==> config.mk <==
export PLATFORM = sky130hd
export DESIGN_NAME = gcd_req_arbiter_flat
export DESIGN_NICKNAME = d
export VERILOG_FILES = /design/src/rtl/gcd_req_arbiter_if.sv /design/src/rtl/gcd_req_arbiter.sv /design/src/flat_wrapper.sv
export SDC_FILE = /design/constraint.sdc
export NUM_CORES = 1
export LEC_CHECK = 0
export CAP_MARGIN = 20
export CORE_AREA = 4 4 154 156
export CTS_BUF_LIST = sky130_fd_sc_hd__clkbuf_2
export DETAILED_ROUTE_END_ITERATION = 16
export DIE_AREA = 0 0 158 160
export GPL_TIMING_DRIVEN = 0
export PLACE_DENSITY = 0.59
export SLEW_MARGIN = 10
export SYNTH_ARGS = -nofsm -noshare
export SYNTH_HDL_FRONTEND = slang
export SYNTH_SLANG_ARGS = --single-unit
==> constraint.sdc <==
create_clock -name clk -period 4.3 [get_ports clk]
set_input_delay 0.86 -clock clk [delete_from_list [all_inputs] [get_ports clk]]
set_output_delay 0.86 -clock clk [all_outputs]
set_load 0.005 [all_outputs]
==> src/rtl/gcd_req_arbiter_if.sv <==
// Client-side bundle for the GCD request arbiter: per-requester operand offers
// and the id-tagged response channel.
interface gcd_req_arbiter_if #(
    parameter int NREQ = 4,
    parameter int W    = 32
);
    localparam int IDW = $clog2(NREQ);

    logic [NREQ-1:0]   req_valid;
    logic [NREQ*W-1:0] req_opa;
    logic [NREQ*W-1:0] req_opb;
    logic [NREQ-1:0]   req_ready;
    logic              rsp_valid;
    logic              rsp_ready;
    logic [IDW-1:0]    rsp_id;
    logic [W-1:0]      rsp_result;
    logic              rsp_err;

    modport slave (
        input  req_valid, req_opa, req_opb, rsp_ready,
        output req_ready, rsp_valid, rsp_id, rsp_result, rsp_err
    );

    modport master (
        output req_valid, req_opa, req_opb, rsp_ready,
        input  req_ready, rsp_valid, rsp_id, rsp_result, rsp_err
    );
endinterface

==> src/rtl/gcd_req_arbiter.sv <==
// Round-robin sharing of one GCD engine among NREQ requesters, with a watchdog on the engine.
// state | meaning: IDLE arbitrate/accept, ISSUE start pulse, WAIT engine or timer, RESP hold response
module gcd_req_arbiter #(
    parameter int NREQ    = 4,
    parameter int W       = 32,
    parameter int TIMEOUT = 255
) (
    input  logic               clk,
    input  logic               rst,
    gcd_req_arbiter_if.slave   cif,
    output logic               eng_start,
    output logic [W-1:0]       eng_opa,
    output logic [W-1:0]       eng_opb,
    input  logic               eng_done,
    input  logic [W-1:0]       eng_result,
    output logic               busy
);
    localparam int IDW = $clog2(NREQ);
    localparam int TW  = $clog2(TIMEOUT + 1);
    localparam logic [TW-1:0] T_LAST = TW'(TIMEOUT - 1);

    typedef enum logic [1:0] {IDLE, ISSUE, WAIT, RESP} state_e;

    state_e         state_q, state_d;
    logic [IDW-1:0] last_q, last_d;
    logic [IDW-1:0] id_q, id_d;
    logic [W-1:0]   opa_q, opa_d;
    logic [W-1:0]   opb_q, opb_d;
    logic [W-1:0]   res_q, res_d;
    logic           err_q, err_d;
    logic [TW-1:0]  timer_q, timer_d;

    logic [IDW-1:0] grant;
    logic           grant_vld;

    // First valid requester after the previous grant, wrapping around.
    always_comb begin
        grant     = '0;
        grant_vld = 1'b0;
        for (int k = 1; k <= NREQ; k++) begin
            if (!grant_vld && cif.req_valid[(int'(last_q) + k) % NREQ]) begin
                grant_vld = 1'b1;
                grant     = IDW'((int'(last_q) + k) % NREQ);
            end
        end
    end

    always_comb begin
        cif.req_ready = '0;
        if (state_q == IDLE && grant_vld) begin
            cif.req_ready[grant] = 1'b1;
        end
    end

    always_comb begin
        state_d = state_q;
        last_d  = last_q;
        id_d    = id_q;
        opa_d   = opa_q;
        opb_d   = opb_q;
        res_d   = res_q;
        err_d   = err_q;
        timer_d = timer_q;
        case (state_q)
            IDLE: begin
                if (grant_vld) begin
                    opa_d   = cif.req_opa[int'(grant)*W +: W];
                    opb_d   = cif.req_opb[int'(grant)*W +: W];
                    id_d    = grant;
                    last_d  = grant;
                    state_d = ISSUE;
                end
            end
            ISSUE: begin
                timer_d = '0;
                state_d = WAIT;
            end
            WAIT: begin
                timer_d = timer_q + TW'(1);
                // A done in the final watchdog cycle still counts as success.
                if (eng_done) begin
                    res_d   = eng_result;
                    err_d   = 1'b0;
                    state_d = RESP;
                end else if (timer_q == T_LAST) begin
                    res_d   = '0;
                    err_d   = 1'b1;
                    state_d = RESP;
                end
            end
            RESP: begin
                if (cif.rsp_ready) begin
                    state_d = IDLE;
                end
            end
            default: state_d = IDLE;
        endcase
    end

    always_ff @(posedge clk) begin
        if (rst) begin
            state_q <= IDLE;
            last_q  <= IDW'(NREQ - 1);
            id_q    <= '0;
            opa_q   <= '0;
            opb_q   <= '0;
            res_q   <= '0;
            err_q   <= 1'b0;
            timer_q <= '0;
        end else begin
            state_q <= state_d;
            last_q  <= last_d;
            id_q    <= id_d;
            opa_q   <= opa_d;
            opb_q   <= opb_d;
            res_q   <= res_d;
            err_q   <= err_d;
            timer_q <= timer_d;
        end
    end

    assign eng_start      = (state_q == ISSUE);
    assign eng_opa        = opa_q;
    assign eng_opb        = opb_q;
    assign busy           = (state_q != IDLE);
    assign cif.rsp_valid  = (state_q == RESP);
    assign cif.rsp_id     = id_q;
    assign cif.rsp_result = res_q;
    assign cif.rsp_err    = err_q;
endmodule

==> src/flat_wrapper.sv <==
// flat-port wrapper written by rule: the top's interface ports become plain ports
module gcd_req_arbiter_flat 
#(
    parameter int NREQ    = 4,
    parameter int W       = 32,
    parameter int TIMEOUT = 255
)
  (clk, rst, eng_start, eng_opa, eng_opb, eng_done, eng_result, busy, cif_req_valid, cif_req_opa, cif_req_opb, cif_rsp_ready, cif_req_ready, cif_rsp_valid, cif_rsp_id, cif_rsp_result, cif_rsp_err);
  gcd_req_arbiter_if #(.NREQ(NREQ), .W(W)) cif_i ();
  input  logic clk;
  input  logic rst;
  output logic eng_start;
  output logic [W-1:0] eng_opa;
  output logic [W-1:0] eng_opb;
  input  logic eng_done;
  input  logic [W-1:0] eng_result;
  output logic busy;
  input wire logic [$bits(cif_i.req_valid)-1:0] cif_req_valid;
  input wire logic [$bits(cif_i.req_opa)-1:0] cif_req_opa;
  input wire logic [$bits(cif_i.req_opb)-1:0] cif_req_opb;
  input wire logic [$bits(cif_i.rsp_ready)-1:0] cif_rsp_ready;
  output wire logic [$bits(cif_i.req_ready)-1:0] cif_req_ready;
  output wire logic [$bits(cif_i.rsp_valid)-1:0] cif_rsp_valid;
  output wire logic [$bits(cif_i.rsp_id)-1:0] cif_rsp_id;
  output wire logic [$bits(cif_i.rsp_result)-1:0] cif_rsp_result;
  output wire logic [$bits(cif_i.rsp_err)-1:0] cif_rsp_err;
  assign cif_i.req_valid = cif_req_valid;
  assign cif_i.req_opa = cif_req_opa;
  assign cif_i.req_opb = cif_req_opb;
  assign cif_i.rsp_ready = cif_rsp_ready;
  assign cif_req_ready = cif_i.req_ready;
  assign cif_rsp_valid = cif_i.rsp_valid;
  assign cif_rsp_id = cif_i.rsp_id;
  assign cif_rsp_result = cif_i.rsp_result;
  assign cif_rsp_err = cif_i.rsp_err;
  gcd_req_arbiter #(.NREQ(NREQ), .W(W), .TIMEOUT(TIMEOUT)) u_core (.clk(clk), .rst(rst), .cif(cif_i), .eng_start(eng_start), .eng_opa(eng_opa), .eng_opb(eng_opb), .eng_done(eng_done), .eng_result(eng_result), .busy(busy));
endmodule
==> results of run 1 <==
routing by layer:
| layer | share of wire, % | routed length [um] | vias to the layer above |
|---|---|---|---|
| met2 | 51 | 13400 | 236 |
| met5 | 0 | 0 | - |
| li1 | - | - | 2930 |
| met4 | 1.1 | 297 | 0 |
| met1 | 40 | 10600 | 2698 |
| met3 | 8.0 | 2110 | 15 |
registers in the layout, indices dropped and copies added, names as in the netlist:
signal                 count
u_core.last_q              2
u_core.state_q             2
u_core.cif.rsp_id          2
u_core.cif.rsp_err         1
u_core.eng_opb            32
u_core.cif.rsp_result     32
u_core.timer_q             8
u_core.eng_opa            32
how the worst min path moves through the flow:
stage                         start                   end  slack, ps  cells past startpoint
6_report       u_core.cif.rsp_id[1]  u_core.cif.rsp_id[1]        510                      2
5_1_grt        u_core.cif.rsp_id[1]  u_core.cif.rsp_id[1]        510                      2
4_1_cts        u_core.cif.rsp_id[1]  u_core.cif.rsp_id[1]        510                      2
3_5_place_dp     u_core.eng_opa[14]    u_core.eng_opa[14]        450                      2
3_3_place_gp     u_core.eng_opb[15]    u_core.eng_opb[15]        440                      2
2_1_floorplan  u_core.cif.rsp_id[1]  u_core.cif.rsp_id[1]        450                      2
cell families (layout without fill, tap and decap cells):
family / count (synthesis) / count (layout) / synth area share, %
multiplexers: 129 / 129 / 22.6
buffers and inverters: 53 / 469 / 6.13
AO/OA/AOI/OAI: 116 / 116 / 19.2
flip-flops: 111 / 111 / 38.9
other: 0 / 2 / 0
adder cells (fa/ha/maj): 7 / 7 / 1.53
XOR/XNOR: 4 / 4 / 0.613
AND/OR/NAND/NOR: 145 / 145 / 11.0
what timing repair did:
item | 4_1_cts | 5_1_grt
endpoints found under the hold margin | 0 | 0
resized for setup | 0 | 4
hold buffers | 0 | 0
setup endpoints to repair | 0 | 2
metrics by stage:
stage | worst slack, ps | power [W]
final | 198 | 0.00494
after global routing | 1.47 | 0.00525
after CTS | 25.2 | 0.00503
after detailed placement | 37.3 | 0.00439
after global placement | 48.9 | 0.00439
after floorplan | 1410 | 0.00290
where the power goes:
| part | total (W) | leakage (nW) | internal, W | switching (W) |
|---|---|---|---|---|
| clock network | 0.000612 | 0.0914 | 0.000210 | 0.000402 |
| registers | 0.00157 | 0.910 | 0.00138 | 0.000189 |
| logic | 0.00275 | 3.06 | 0.00151 | 0.00124 |
cell usage in the layout, fill, tap and decap left out, drive strengths merged, types with 27 or more instances in the layout:
| cell | instances |
|---|---|
| o221ai | 64 |
| dfxtp | 111 |
| nand2 | 69 |
| a22oi | 32 |
| clkdlybuf4s50 | 399 |
| clkbuf | 27 |
| buf | 30 |
| mux2i | 129 |
| nor2 | 46 |
layout make-up:
class                           count  share of cell area, %
Clock inverter                      7                   1.06
Multi-Input combinational cell    401                   30.7
Buffer                             48                   3.30
Tap cell                          285                   3.48
Timing Repair Buffer              400                   39.1
Inverter                            5                  0.183
Sequential cell                   111                   21.7
Clock buffer                        9                  0.440
Antenna cell                        2                 0.0489
worst max-delay path, stage by stage:
cell             delay [ps]
clkdlybuf4s50_1         500
nor2b_4                 170
o21a_1                  190
nor3_1                  180
buf_4                   210
buf_8                   190
buf_6                   200
and3_1                  200
clkdlybuf4s50_1         540
==> results.json, run 1 <==
{
  "gr-usage-met2_pct": 35.7,
  "row_count": 55,
  "synthCells": 565,
  "startpoint": "cif_req_valid[3]",
  "via_count": 5879,
  "finalCritPeriodShare_pct": 95.4,
  "cp_max_fo": 10,
  "grt_pass1_wl_um": 37600,
  "ys_top_cells_by_count": "mux2i_1, dfxtp_1, nand2_1",
  "synth_area_leaders": "dfxtp_1, mux2i_1, o221ai_2",
  "antenna_found_initial": 1,
  "cp_data_arrival_time_ps": 3240,
  "cts.root.buffer_cell": "clkbuf_2",
  "syn_nets": 868,
  "synth_top_area_cell": "dfxtp_1",
  "async_flop_share_pct": 0,
  "setup_viol": 0,
  "drt_pass1_iterations": 4,
  "setup.worst_path.end": "cif_req_ready[2]",
  "wirelength_um": 26400,
  "overflow": 0,
  "timing.rr.end": "u_core.eng_opa[1]",
  "clk_latency_ps": 640,
  "vias_per_cell": 4.64,
  "hpwl_um": 21400,
  "die_y_um": 160,
  "seq_area_um2": 2220,
  "p_leak_nw": 4.06,
  "fin_area_um2": 10200,
  "holdWs_ps": 505,
  "cp-end-kind": "primary output",
  "worst_r2r_path_depth": 8,
  "fp.coreArea_um2": 22400,
  "use_met3_pct": 5.69,
  "start_kind": "input pin",
  "reg2reg_from": "u_core.state_q[1]",
  "gr-usage-all-layers_pct": 19.7,
  "layout-drive-gt1-share_pct": 7.85,
  "tightest_slew_ps": 675,
  "pwr_density_cell_nw_per_um2": 482,
  "status": "complete, no violations",
  "rsz0062_at_grt": "false",
  "drt_iter0_drc": 195,
  "grt_max_degree": 21,
  "die_area_um2": 25300,
  "tns_ps": 0,
  "grt_use_met1_pct": 23.0,
  "drv_cap": 0,
  "place_congestion": 0.776,
  "critPathRequiredTime_ps": 3440,
  "synth_top_area_share_pct": 38.9,
  "critPathKind": "in -> out",
  "ys_ff_latch": 111,
  "avgSynthCellArea_um2": 10.1,
  "fin_nets": 1279,
  "fillCellCount": 2193,
  "cts_tree": "done",
  "grt_pass1_vias": 6031,
  "clock-sinks": 111,
  "multi_input_area_um2": 3140,
  "slew_violations": 0,
  "cts_setup_buffers": 0,
  "wl_per_cell_um": 20.8,
  "die_x_um": 158,
  "final_util_pct": 45.8,
  "post-synth-top-count-cell": "mux2i_1",
  "drtAntennaViolNets": 0,
  "cts_made_buffers": 9,
  "ir_drop_uv": 202,
  "syn_area_um2": 5710,
  "io_pins": 402,
  "hold_class": "reg -> reg",
  "synth_top_flop_cell": "dfxtp_1",
  "cts.path.max_buffers": 2,
  "synth_cell_types": 39,
  "synth_edf_count": 0,
  "final_cells": 1268,
  "period_needed_ps": 4100,
  "r2r_slack_ps": 1970,
  "busiest_layer": "met2",
  "hold_viol_final": 0,
  "place_area_um2": 10100,
  "slew_headroom_pct": 55.0,
  "yosysWarnings": 0,
  "fin_skew_ps": 40.5,
  "yosysSeqAreaShare_pct": 38.9,
  "clkTransAtPathRegs_ps": 350,
  "start_util_pct": 25.5,
  "dp.cells": 1250,
  "max_clock_freq_mhz": 244,
  "drcViolationCount": 0,
  "h-tree-depth": 3,
  "area_growth_syn_to_layout_pct": 79.3,
  "place.port_buffers": 400
}
Power figures use the tool's default switching activity.
==> run 2: changes to the inputs <==
Settings changed: CORE_AREA 4 4 154 156 to 2 2 156 158, PLACE_DENSITY 0.59 to 0.56.
==> results.json, run 2 (synthesized netlist as in run 1, its figures left out) <==
{
  "row_count": 57,
  "hold_buffers": 0,
  "drcViolationCount": 0,
  "pre_cts_slack_ps": 28.7,
  "layout_commonest_cell": "clkdlybuf4s50_1",
  "die_area_um2": 25300,
  "die_x_um": 158,
  "hpwl_um": 20500,
  "fin_nets": 1279,
  "slew_headroom_pct": 60.2,
  "layout-drive-gt1-share_pct": 7.85,
  "p_leak_nw": 4.03,
  "place_area_um2": 10100,
  "ir_drop_uv": 234,
  "place_congestion": 0.783,
  "overflow": 0,
  "via_count": 5932,
  "h-tree-depth": 3,
  "wl_per_cell_um": 19.8,
  "fp.coreArea_um2": 23800,
  "drv_cap": 0,
  "tightest_slew_ps": 597,
  "place.port_buffers": 400,
  "drt_pass1_iterations": 4,
  "io_pins": 402,
  "worst_r2r_path_depth": 8,
  "cts.root.buffer_cell": "clkbuf_2",
  "wirelength_um": 25900,
  "setup_viol": 0,
  "finalCritPeriodShare_pct": 96.2,
  "rsz0062_at_grt": "false",
  "fin_area_um2": 10300,
  "grt_pass1_wl_um": 37000,
  "hold_class": "reg -> reg",
  "hold_viol_final": 0,
  "clock-sinks": 111,
  "layout_common_cells": "clkdlybuf4s50_1, mux2i_1, dfxtp_1",
  "grt_max_degree": 21,
  "final_util_pct": 43.1,
  "tns_ps": 0,
  "fillCellCount": 2381,
  "cts_made_buffers": 9,
  "pwr_density_cell_nw_per_um2": 476,
  "drt_iter0_drc": 174,
  "cts_tree": "done",
  "antenna_found_initial": 3,
  "clk_latency_ps": 640,
  "grt_pass1_vias": 6175,
  "critPathRequiredTime_ps": 3440,
  "clkTransAtPathRegs_ps": 370,
  "die_y_um": 160,
  "area_growth_syn_to_layout_pct": 79.6,
  "drtAntennaViolNets": 0,
  "start_kind": "input pin",
  "vias_per_cell": 4.54,
  "max_clock_freq_mhz": 242,
  "critPathKind": "in -> out",
  "cts.path.max_buffers": 2,
  "period_needed_ps": 4140,
  "worst_slack_ps": 163,
  "cp-end-kind": "primary output",
  "start_util_pct": 24.0,
  "cp_max_fo": 10,
  "fin_skew_ps": 53.0,
  "status": "complete, no violations",
  "holdPathStages": 2,
  "gr-usage-all-layers_pct": 19.7,
  "slew_violations": 0,
  "cp_data_arrival_time_ps": 3280
}
-- run 2: changes by cell type in the layout (fill, tap and decap cells not counted) --
cell,previous run,this run
bufinv_16,2,1
clkdlybuf4s50_1,399,400
clkinv_4,0,1
clkinvlp_4,0,1
diode_2,2,1
dlymetal6s2s_1,1,0
inv_6,3,2
-- run 2: final timing paths --
check | startpoint | end | slack [ps]
setup / recovery | cif_req_valid[3] | cif_req_ready[0] | 160
hold / removal | u_core.cif.rsp_id[1] | u_core.cif.rsp_id[1] | 490
setup reg to reg | u_core.state_q[1] | u_core.eng_opb[29] | 1990
hold reg to reg | u_core.cif.rsp_id[1] | u_core.cif.rsp_id[1] | 490
-- run 2: where the power goes --
part	switching [W]	internal, W
Sequential	0.000200	0.00138
Combinational	0.00123	0.00151
Clock	0.000409	0.000150
Total	0.00184	0.00304
-- run 2: per-layer routing --
metal	wire length, um	global-route usage [%]
met1	10400	22.6
met2	12800	35.2
met3	2180	5.64
met4	483	5.65
met5	25	0
-- run 2: final cells by class --
type,count,area [um2],area share (%)
Timing Repair Buffer,400,4000,39.0
Multi-Input combinational cell,401,3140,30.6
Sequential cell,111,2220,21.7
Tap cell,324,405,3.95
Buffer,48,338,3.29
Clock inverter,7,86.3,0.841
Clock buffer,9,45.0,0.439
Inverter,5,18.8,0.183
Antenna cell,1,2.50,0.0244
-- run 2: worst max-delay path: stages --
cell and delay [ps]:
clkdlybuf4s50_1 500, nor2b_4 170, o21a_1 190, nor3_1 190
buf_4 200, buf_8 190, buf_6 190, nor3b_1 200
clkdlybuf4s50_1 560
-- run 2: repair_timing --
action | in CTS | in global routing
gates resized for setup | 0 | 3
endpoints found under the setup margin | 0 | 1
buffers inserted | 0 | 0
endpoints found under the hold margin | 0 | 0
-- run 2: through the flow --
| stage | hold WS [ps] | cells | power, W |
|---|---|---|---|
| final | 491 | 1306 | 0.00488 |
| after global routing | 525 | 1306 | 0.00519 |
| after CTS | 506 | 1305 | 0.00497 |
| after detailed placement | 446 | 1289 | 0.00439 |
| after global placement | 443 | 1289 | 0.00438 |
| after floorplan | 453 | 565 | 0.00290 |
